===== src/rtl/rot_pkg.sv =====
// Shared widths, rounding constant and coordinate types for the coordinate rotator.
// Coefficients are signed Q7.10; centred coordinates are signed COORD_W+1 bits.
package rot_pkg;
   localparam int Q_W        = 17;
   localparam int FRAC       = 10;
   localparam int COORD_W    = 9;
   localparam int IMG_W      = 256;
   localparam int IMG_H      = 256;
   localparam int CX         = 128;
   localparam int CY         = 128;
   localparam int ROUND_HALF = 1 << (FRAC - 1);

   localparam int C_W    = COORD_W + 1;   // centred coordinate
   localparam int PROD_W = Q_W + C_W;     // 27-bit product
   localparam int SUM_W  = PROD_W + 1;    // 28-bit sum/difference
   localparam int OUT_W  = COORD_W + 2;   // signed rotated coordinate

   typedef logic signed [Q_W-1:0]   coef_t;
   typedef logic signed [C_W-1:0]   cent_t;
   typedef logic signed [OUT_W-1:0] coord_out_t;
endpackage


===== src/rtl/rot_mac_lane.sv =====
// One rotation lane: S1 two products, S2 sum or difference, S3 half-up rounding plus centre offset.
// All stage registers advance together on i_en; validity is tracked by the caller.
module rot_mac_lane
   import rot_pkg::*;
#(
   parameter bit SUBTRACT = 1'b0,
   parameter int OFFSET   = CX
) (
   input  logic                    clk,
   input  logic                    reset,
   input  logic                    i_en,
   input  logic signed [C_W-1:0]   i_a,
   input  logic signed [Q_W-1:0]   i_ca,
   input  logic signed [C_W-1:0]   i_b,
   input  logic signed [Q_W-1:0]   i_cb,
   output logic signed [OUT_W-1:0] o_res_next,
   output logic signed [OUT_W-1:0] o_res
);
   logic signed [PROD_W-1:0] w_a_ext, w_ca_ext, w_b_ext, w_cb_ext;
   logic signed [PROD_W-1:0] r_pa, r_pb;
   logic signed [SUM_W-1:0]  w_pa_ext, w_pb_ext, w_sum, w_biased;
   logic signed [SUM_W-1:0]  r_sum;
   logic signed [OUT_W-1:0]  w_res, r_res;
   logic                     w_unused_bits;

   assign w_a_ext  = i_a;
   assign w_ca_ext = i_ca;
   assign w_b_ext  = i_b;
   assign w_cb_ext = i_cb;

   assign w_pa_ext = r_pa;
   assign w_pb_ext = r_pb;
   assign w_sum    = SUBTRACT ? (w_pa_ext - w_pb_ext) : (w_pa_ext + w_pb_ext);

   // Taking bits [FRAC +: OUT_W] of the biased sum is the arithmetic shift followed by truncation.
   assign w_biased      = r_sum + SUM_W'(ROUND_HALF);
   assign w_res         = w_biased[FRAC +: OUT_W] + OUT_W'(OFFSET);
   assign w_unused_bits = ^{w_biased[SUM_W-1:FRAC+OUT_W], w_biased[FRAC-1:0]};

   always_ff @(posedge clk or negedge reset) begin
      if (!reset) begin
         r_pa  <= '0;
         r_pb  <= '0;
         r_sum <= '0;
         r_res <= '0;
      end else if (i_en) begin
         r_pa  <= w_a_ext * w_ca_ext;
         r_pb  <= w_b_ext * w_cb_ext;
         r_sum <= w_sum;
         r_res <= w_res;
      end
   end

   assign o_res_next = w_res;
   assign o_res      = r_res;
endmodule


===== src/rtl/coord_rotator.sv =====
// Rotates pixel coordinates about (CX,CY) with a loadable sin/cos pair; 3-stage valid/ready pipeline.
// A stalled output freezes every stage; angle loads block input acceptance for that cycle.
module coord_rotator
   import rot_pkg::*;
(
   input  logic                    clk,
   input  logic                    reset,
   input  logic                    angle_load,
   input  logic signed [Q_W-1:0]   sin_in,
   input  logic signed [Q_W-1:0]   cos_in,
   input  logic                    in_valid,
   output logic                    in_ready,
   input  logic [COORD_W-1:0]      x_in,
   input  logic [COORD_W-1:0]      y_in,
   output logic                    out_valid,
   input  logic                    out_ready,
   output logic signed [OUT_W-1:0] x_out,
   output logic signed [OUT_W-1:0] y_out,
   output logic                    in_bounds
);
   coef_t      r_sin, r_cos;
   logic       r_v1, r_v2, r_v3;
   logic       r_in_bounds;
   logic       w_stall, w_adv, w_accept;
   cent_t      w_xc, w_yc;
   coord_out_t w_x_next, w_y_next;
   logic       w_ib_next;

   assign w_stall  = r_v3 & ~out_ready;
   assign w_adv    = ~w_stall;
   assign in_ready = ~w_stall & ~angle_load;
   assign w_accept = in_valid & in_ready;

   assign w_xc = $signed({1'b0, x_in}) - C_W'(CX);
   assign w_yc = $signed({1'b0, y_in}) - C_W'(CY);

   // Coefficients load even while stalled; data already captured keeps its products.
   always_ff @(posedge clk or negedge reset) begin
      if (!reset) begin
         r_sin <= '0;
         r_cos <= '0;
      end else if (angle_load) begin
         r_sin <= sin_in;
         r_cos <= cos_in;
      end
   end

   always_ff @(posedge clk or negedge reset) begin
      if (!reset) begin
         r_v1        <= 1'b0;
         r_v2        <= 1'b0;
         r_v3        <= 1'b0;
         r_in_bounds <= 1'b0;
      end else if (w_adv) begin
         r_v1        <= w_accept;
         r_v2        <= r_v1;
         r_v3        <= r_v2;
         r_in_bounds <= r_v2 & w_ib_next;
      end
   end

   rot_mac_lane #(.SUBTRACT(1'b0), .OFFSET(CX)) u_x_lane (
      .clk        (clk),
      .reset      (reset),
      .i_en       (w_adv),
      .i_a        (w_xc),
      .i_ca       (r_cos),
      .i_b        (w_yc),
      .i_cb       (r_sin),
      .o_res_next (w_x_next),
      .o_res      (x_out)
   );

   rot_mac_lane #(.SUBTRACT(1'b1), .OFFSET(CY)) u_y_lane (
      .clk        (clk),
      .reset      (reset),
      .i_en       (w_adv),
      .i_a        (w_yc),
      .i_ca       (r_cos),
      .i_b        (w_xc),
      .i_cb       (r_sin),
      .o_res_next (w_y_next),
      .o_res      (y_out)
   );

   assign w_ib_next = ~w_x_next[OUT_W-1] && (w_x_next < OUT_W'(IMG_W)) &&
                      ~w_y_next[OUT_W-1] && (w_y_next < OUT_W'(IMG_H));

   assign out_valid = r_v3;
   assign in_bounds = r_in_bounds;
endmodule


===== config.mk =====
export PLATFORM = sky130hd
export DESIGN_NAME = coord_rotator
export DESIGN_NICKNAME = d
export VERILOG_FILES = /design/src/rtl/rot_pkg.sv /design/src/rtl/rot_mac_lane.sv /design/src/rtl/coord_rotator.sv
export SDC_FILE = /design/constraint.sdc
export NUM_CORES = 2
export LEC_CHECK = 0
export ABC_AREA = 1
export BUFFER_PORTS_ARGS = -buffer_cell sky130_fd_sc_hd__buf_2
export CAP_MARGIN = 20
export CORE_MARGIN = 2
export CORE_UTILIZATION = 35
export CTS_BUF_LIST = sky130_fd_sc_hd__clkbuf_4 sky130_fd_sc_hd__clkbuf_8 sky130_fd_sc_hd__clkbuf_16
export DETAILED_ROUTE_END_ITERATION = 8
export SLEW_MARGIN = 20
export SYNTH_ARGS = -nofsm -noshare
export SYNTH_HDL_FRONTEND = slang
export SYNTH_SLANG_ARGS = --single-unit

===== constraint.sdc =====
create_clock -name clk -period 6.6 [get_ports clk]
set_clock_uncertainty 0.1 [all_clocks]
set_input_delay 0.33 -clock clk [delete_from_list [all_inputs] [get_ports clk]]
set_output_delay 0.33 -clock clk [all_outputs]
set_load 0.005 [all_outputs]

# Word-level counts from Yosys, hierarchy flattened
# Index checks and enable logic that the tools add are counted.
# word_totals
inputBits	57
regBits	186
output_inout_bits	25
word_cells	40
# op_classes
n_reduce_logical	3
bitwise_logic	9
n_lt_le_gt_ge	2
mul	4
addsub	8
# op_table
cell	count
multiplier 10 x 17 -> 21 bit	4
adder 21 x 11 -> 21 bit, second input constant	2
adder 11 x 8 -> 11 bit, second input constant	2
less-than comparator 11 x 10 -> 1 bit, second input constant	2
adder 21 bit	1
subtractor 21 bit	1
subtractor 9 x 8 -> 10 bit, second input constant	2
inverter 1 bit	5
AND 1 bit	4
logical AND 1 bit	3

# Depth between registers and ports, before layout
# logic_depth
word_depth	7
ltp_mapped	26
mapped_depth_nobuf	24

# Hierarchy
# Synthesis repeated with hierarchy kept, for this count alone.
# hier_totals
hier_cells	4138
hier_area_um2	29991.3
# modules_own_cells
mod	seq_area_each_um2	instances	area_per_inst_um2	cells_each
rot_mac_lane at u_x_lane	1626.6	1	14216.1	1985
rot_mac_lane at u_y_lane	1626.6	1	14206.1	1979
coord_rotator	950.9	1	1569.0	174

# Worst setup path after synthesis
# No wires, ideal clock.
# synth_path
path_type	input to register
from	in y_in[7]
to	reg u_x_lane.r_pb[17]
arrival_ps	5024
path_stages	24
slack_ps	1358
n_path_buf	3
setup_time_ps	118
required_time_ps	6382
cell_sequence	inv_2 buf_2 ha_1 buf_2 buf_1 nor2_1 fa_1 fa_1 fa_1 fa_1 inv_1 fa_1 inv_1 ha_1 nand2_1 nand2_1 nand3_1 and3_1 nand3_1 nand3_1 nand2_1 or2_2 nand3_1 nand2_1
# synth_between
elab_chain_cells	2
# synth_lines
element	line_no	source
start, declared	coord_rotator.sv:14	input logic [COORD_W-1:0] y_in,
subtractor 9 x 8 -> 10 bit	coord_rotator.sv:35	assign w_yc = $signed({1'b0, y_in}) - C_W'(CY);
multiplier 10 x 17 -> 21 bit	rot_mac_lane.sv:48	r_pb <= w_b_ext * w_cb_ext;
end signal, assigned	rot_mac_lane.sv:48	
end, declared	rot_mac_lane.sv:20	logic signed [PROD_W-1:0] r_pa, r_pb;
# No other way between the ends.
# A chain may end at the register's enable or synchronous reset.

# Final worst setup path
# layout_path
from	reg r_sin[10]
to	reg u_y_lane.r_pb[20]
# layout_between
elab_chain_cells	1
# layout_lines
element	line_no	source
start, declared	coord_rotator.sv:21	coef_t r_sin, r_cos;
start signal, assigned	coord_rotator.sv:43	r_sin <= sin_in;
multiplier 10 x 17 -> 21 bit	rot_mac_lane.sv:48	
end signal, assigned	rot_mac_lane.sv:48	
end, declared	rot_mac_lane.sv:20	
# No other way between the ends.

==> run summary <==
Max-Cap Viols -> 0
Clock Path Buffers -> 2
TNS Setup -> 0 ns
TritonCTS clock tree -> yes
pre-CTS setup slack -> 0.8714 ns
vias in the first global route -> 24677
DRT iter0 DRCs -> 1612
Port Buffer Count -> 81
Required @ worst endpoint -> 6.94 ns
minimum clock period -> 5.622 ns
Total GRT Usage -> 0.2000
fill cell count -> 8793
RSZ-0062 raised after global routing -> false
total power -> 0.01705 W
io pins -> 82
leakage -> 17.87 nW
synthesized flop and latch total -> 168
CTS Root Cell -> clkbuf_16
depth of the CTS H-tree -> 4
clock slew at reported path FFs -> 0.07 ns
Hold Violations, Final -> 0
ANT nets after route -> 0
RePlAce Congestion -> 0.9463
Mapped Cells -> 3969
Worst Setup End Kind -> register
Worst slew margin -> 0.3706
via/cell ratio -> 4.824
Final nets -> 4735
clk sink count -> 168
grt total ovfl -> 0
final WL -> 83110 µm
Worst Hold Class -> input port to register
Syn. warnings -> 0
Power Density -> 536.1 mW/mm²
first-pass GRT wire length -> 135200 µm
core outline area -> 0.08342 mm²
status -> finished clean
num rows -> 106
CP Max Fanout -> 17
pin count of the biggest net entering global routing -> 93
Data arrival, critical path -> 5.96 ns
mapped cell area -> 0.02942 mm²
Clk Latency, worst-skew pair -> 0.51 ns
Mapped Avg Cell Area -> 7.413 µm²
Mapped Nets -> 4718
Die W -> 293.9 µm
DPL Wire Length -> 65310 µm
share of cells above drive strength 1 -> 0.05129
Max Freq -> 177.9 MHz
initial antenna violation count -> 0
most frequent cells in the layout -> nand2_1, inv_1, fa_1
commonest non-fill, non-tap cell in the layout -> nand2_1
Setup WS post-layout -> 0.9776 ns
# DRC -> 0
Initial Utilization -> 0.3527
Die ar. -> 0.08640 mm²
Core Util, Final -> 0.3812
launch point of the worst path -> r_sin[10]
peak supply drop -> 0.0005566 V
die height -> 293.9 µm
n_diodes -> 0
Setup CP Type -> register to register
wire per inst -> 16.37 µm
Hold Path Origin -> sin_in[1]
R2R Path Start -> r_sin[10]
post-CTS setup buffers -> 0
count of cell types in the netlist -> 50
detailed-route via count -> 24492
post-synthesis sequential area ratio -> 0.1429
crit path launch type -> register
Area growth syn-to-layout -> 8.089%
Final period util -> 0.8519
Slew Limit Fails -> 0
number of CTS-inserted buffers -> 17
router iterations before antenna repair -> 5
Slew @ Worst Pin -> 0.9441 ns
Final setup viols -> 0
-- kinds of logic after synthesis --
| kind of cell | count (synthesis) | share of synthesized area |
|---|---|---|
| flip-flops | 168 | 0.1429 |
| adder cells (fa/ha/maj) | 692 | 0.4076 |
| XOR/XNOR | 77 | 0.02407 |
| AO/OA/AOI/OAI | 358 | 0.06655 |
| buffers and inverters | 1102 | 0.1420 |
| AND/OR/NAND/NOR | 1572 | 0.2169 |
-- synthesized netlist by cell type (all sizes together) --
master	count	area, µm²
nand2	1105	4168
o22ai	1	6.260
buf	44	205.2
o22a	1	8.760
a21o	17	127.6
clkinv	2	7.510
nand3b	11	82.58
xor2	46	436.7
o21ai	162	810.8
nand3	147	750.7
a31o	2	17.52
nor2	233	917.1
o21a	3	22.52
o21bai	17	131.4
nand4	22	137.6
a21boi	3	22.52
a211oi	2	15.01
nor4	7	43.79
a21oi	126	630.6
or2	16	100.1
and3	3	18.77
a22o	2	17.52
a31oi	14	87.58
nand2b	1	6.260
ha	248	3103
dfrtp	168	4204
clkbuf	115	431.7
nor3	27	156.4
xnor2	31	271.5
fa	444	8889
o211ai	1	7.510
inv	941	3535
o31ai	7	52.55
-- sequential cells by signal, indices dropped and copies added (netlist names), 11 cells and up --
| name | flops |
|---|---|
| u_y_lane.r_pa | 21 |
| u_y_lane.r_sum | 12 |
| r_sin | 17 |
| u_x_lane.r_pa | 21 |
| u_y_lane.o_res | 11 |
| r_cos | 17 |
| u_y_lane.r_pb | 21 |
| u_x_lane.o_res | 11 |
| u_x_lane.r_sum | 12 |
| u_x_lane.r_pb | 21 |
-- area by class of cell --
class	instances	area [µm²]	area share
well taps	1080	1351	0.04249
clock inverters	10	108.9	0.003423
multi-input cells	2699	21050	0.6618
repair buffers	157	1080	0.03395
flip-flops and latches	168	4204	0.1322
clock buffers	20	466.7	0.01468
inverters	943	3545	0.1115
-- final timing paths --
kind / endpoint / slack (ns) / cells past startpoint
max: u_y_lane.r_pb[20] / 0.98 / 20
min in group asynchronous: u_x_lane.r_sum[9] / 0.35 / 2
min reg2reg: u_y_lane.o_res[8] / 0.38 / 2
max reg2reg: u_y_lane.r_pb[20] / 0.98 / 20
max in group asynchronous: r_sin[15] / 4.95 / 3
min: r_sin[1] / 0.03 / 3
-- metal layers --
| layer | GRT usage | vias to the layer above | routed length, µm |
|---|---|---|---|
| li1 | - | 11817 | - |
| met1 | 0.2835 | 11918 | 38980 |
| met2 | 0.3202 | 689 | 37630 |
| met3 | 0.03240 | 68 | 5090 |
| met4 | 0.04405 | 0 | 1407 |
| met5 | 0 | - | 0 |
-- worst max-delay path: stages (launching register included) --
cell and delay (ns):
dfrtp_1 0.89, inv_1 0.32, nand2_1 0.16, fa_1 0.44, fa_1 0.50, inv_1 0.05
fa_1 0.47, inv_1 0.05, fa_1 0.46, fa_1 0.51, inv_1 0.05, ha_1 0.38
inv_1 0.14, nor3_1 0.36, nand2_1 0.10, inv_1 0.09, nand3_1 0.09, and3_1 0.19
nand2_1 0.06, nand3_1 0.06, nand2_1 0.08
-- per-stage QoR --
step	hold WS (ns)	cell area, µm²	std cells
finish	0.02523	31800	5077
global route	0.02550	31800	5077
CTS	0.007420	31800	5077
detailed placement	0.3574	30900	5014
global placement	0.3500	30900	5014
floorplan	-0.06559	29420	3969
-- where the power goes --
group / switching, W / internal, W / total (W)
combinational: 0.00892 / 0.00508 / 0.0140
sequential: 0.000414 / 0.00155 / 0.00197
clock: 0.000527 / 0.000555 / 0.00108
total: 0.00986 / 0.00719 / 0.0170
-- repair_timing --
action / 4_1_cts / 5_1_grt
hold endpoints to repair: 122 / 0
gates resized for setup: 0 / 0
hold buffers: 33 / 0
(Power assumes the default switching activity.)
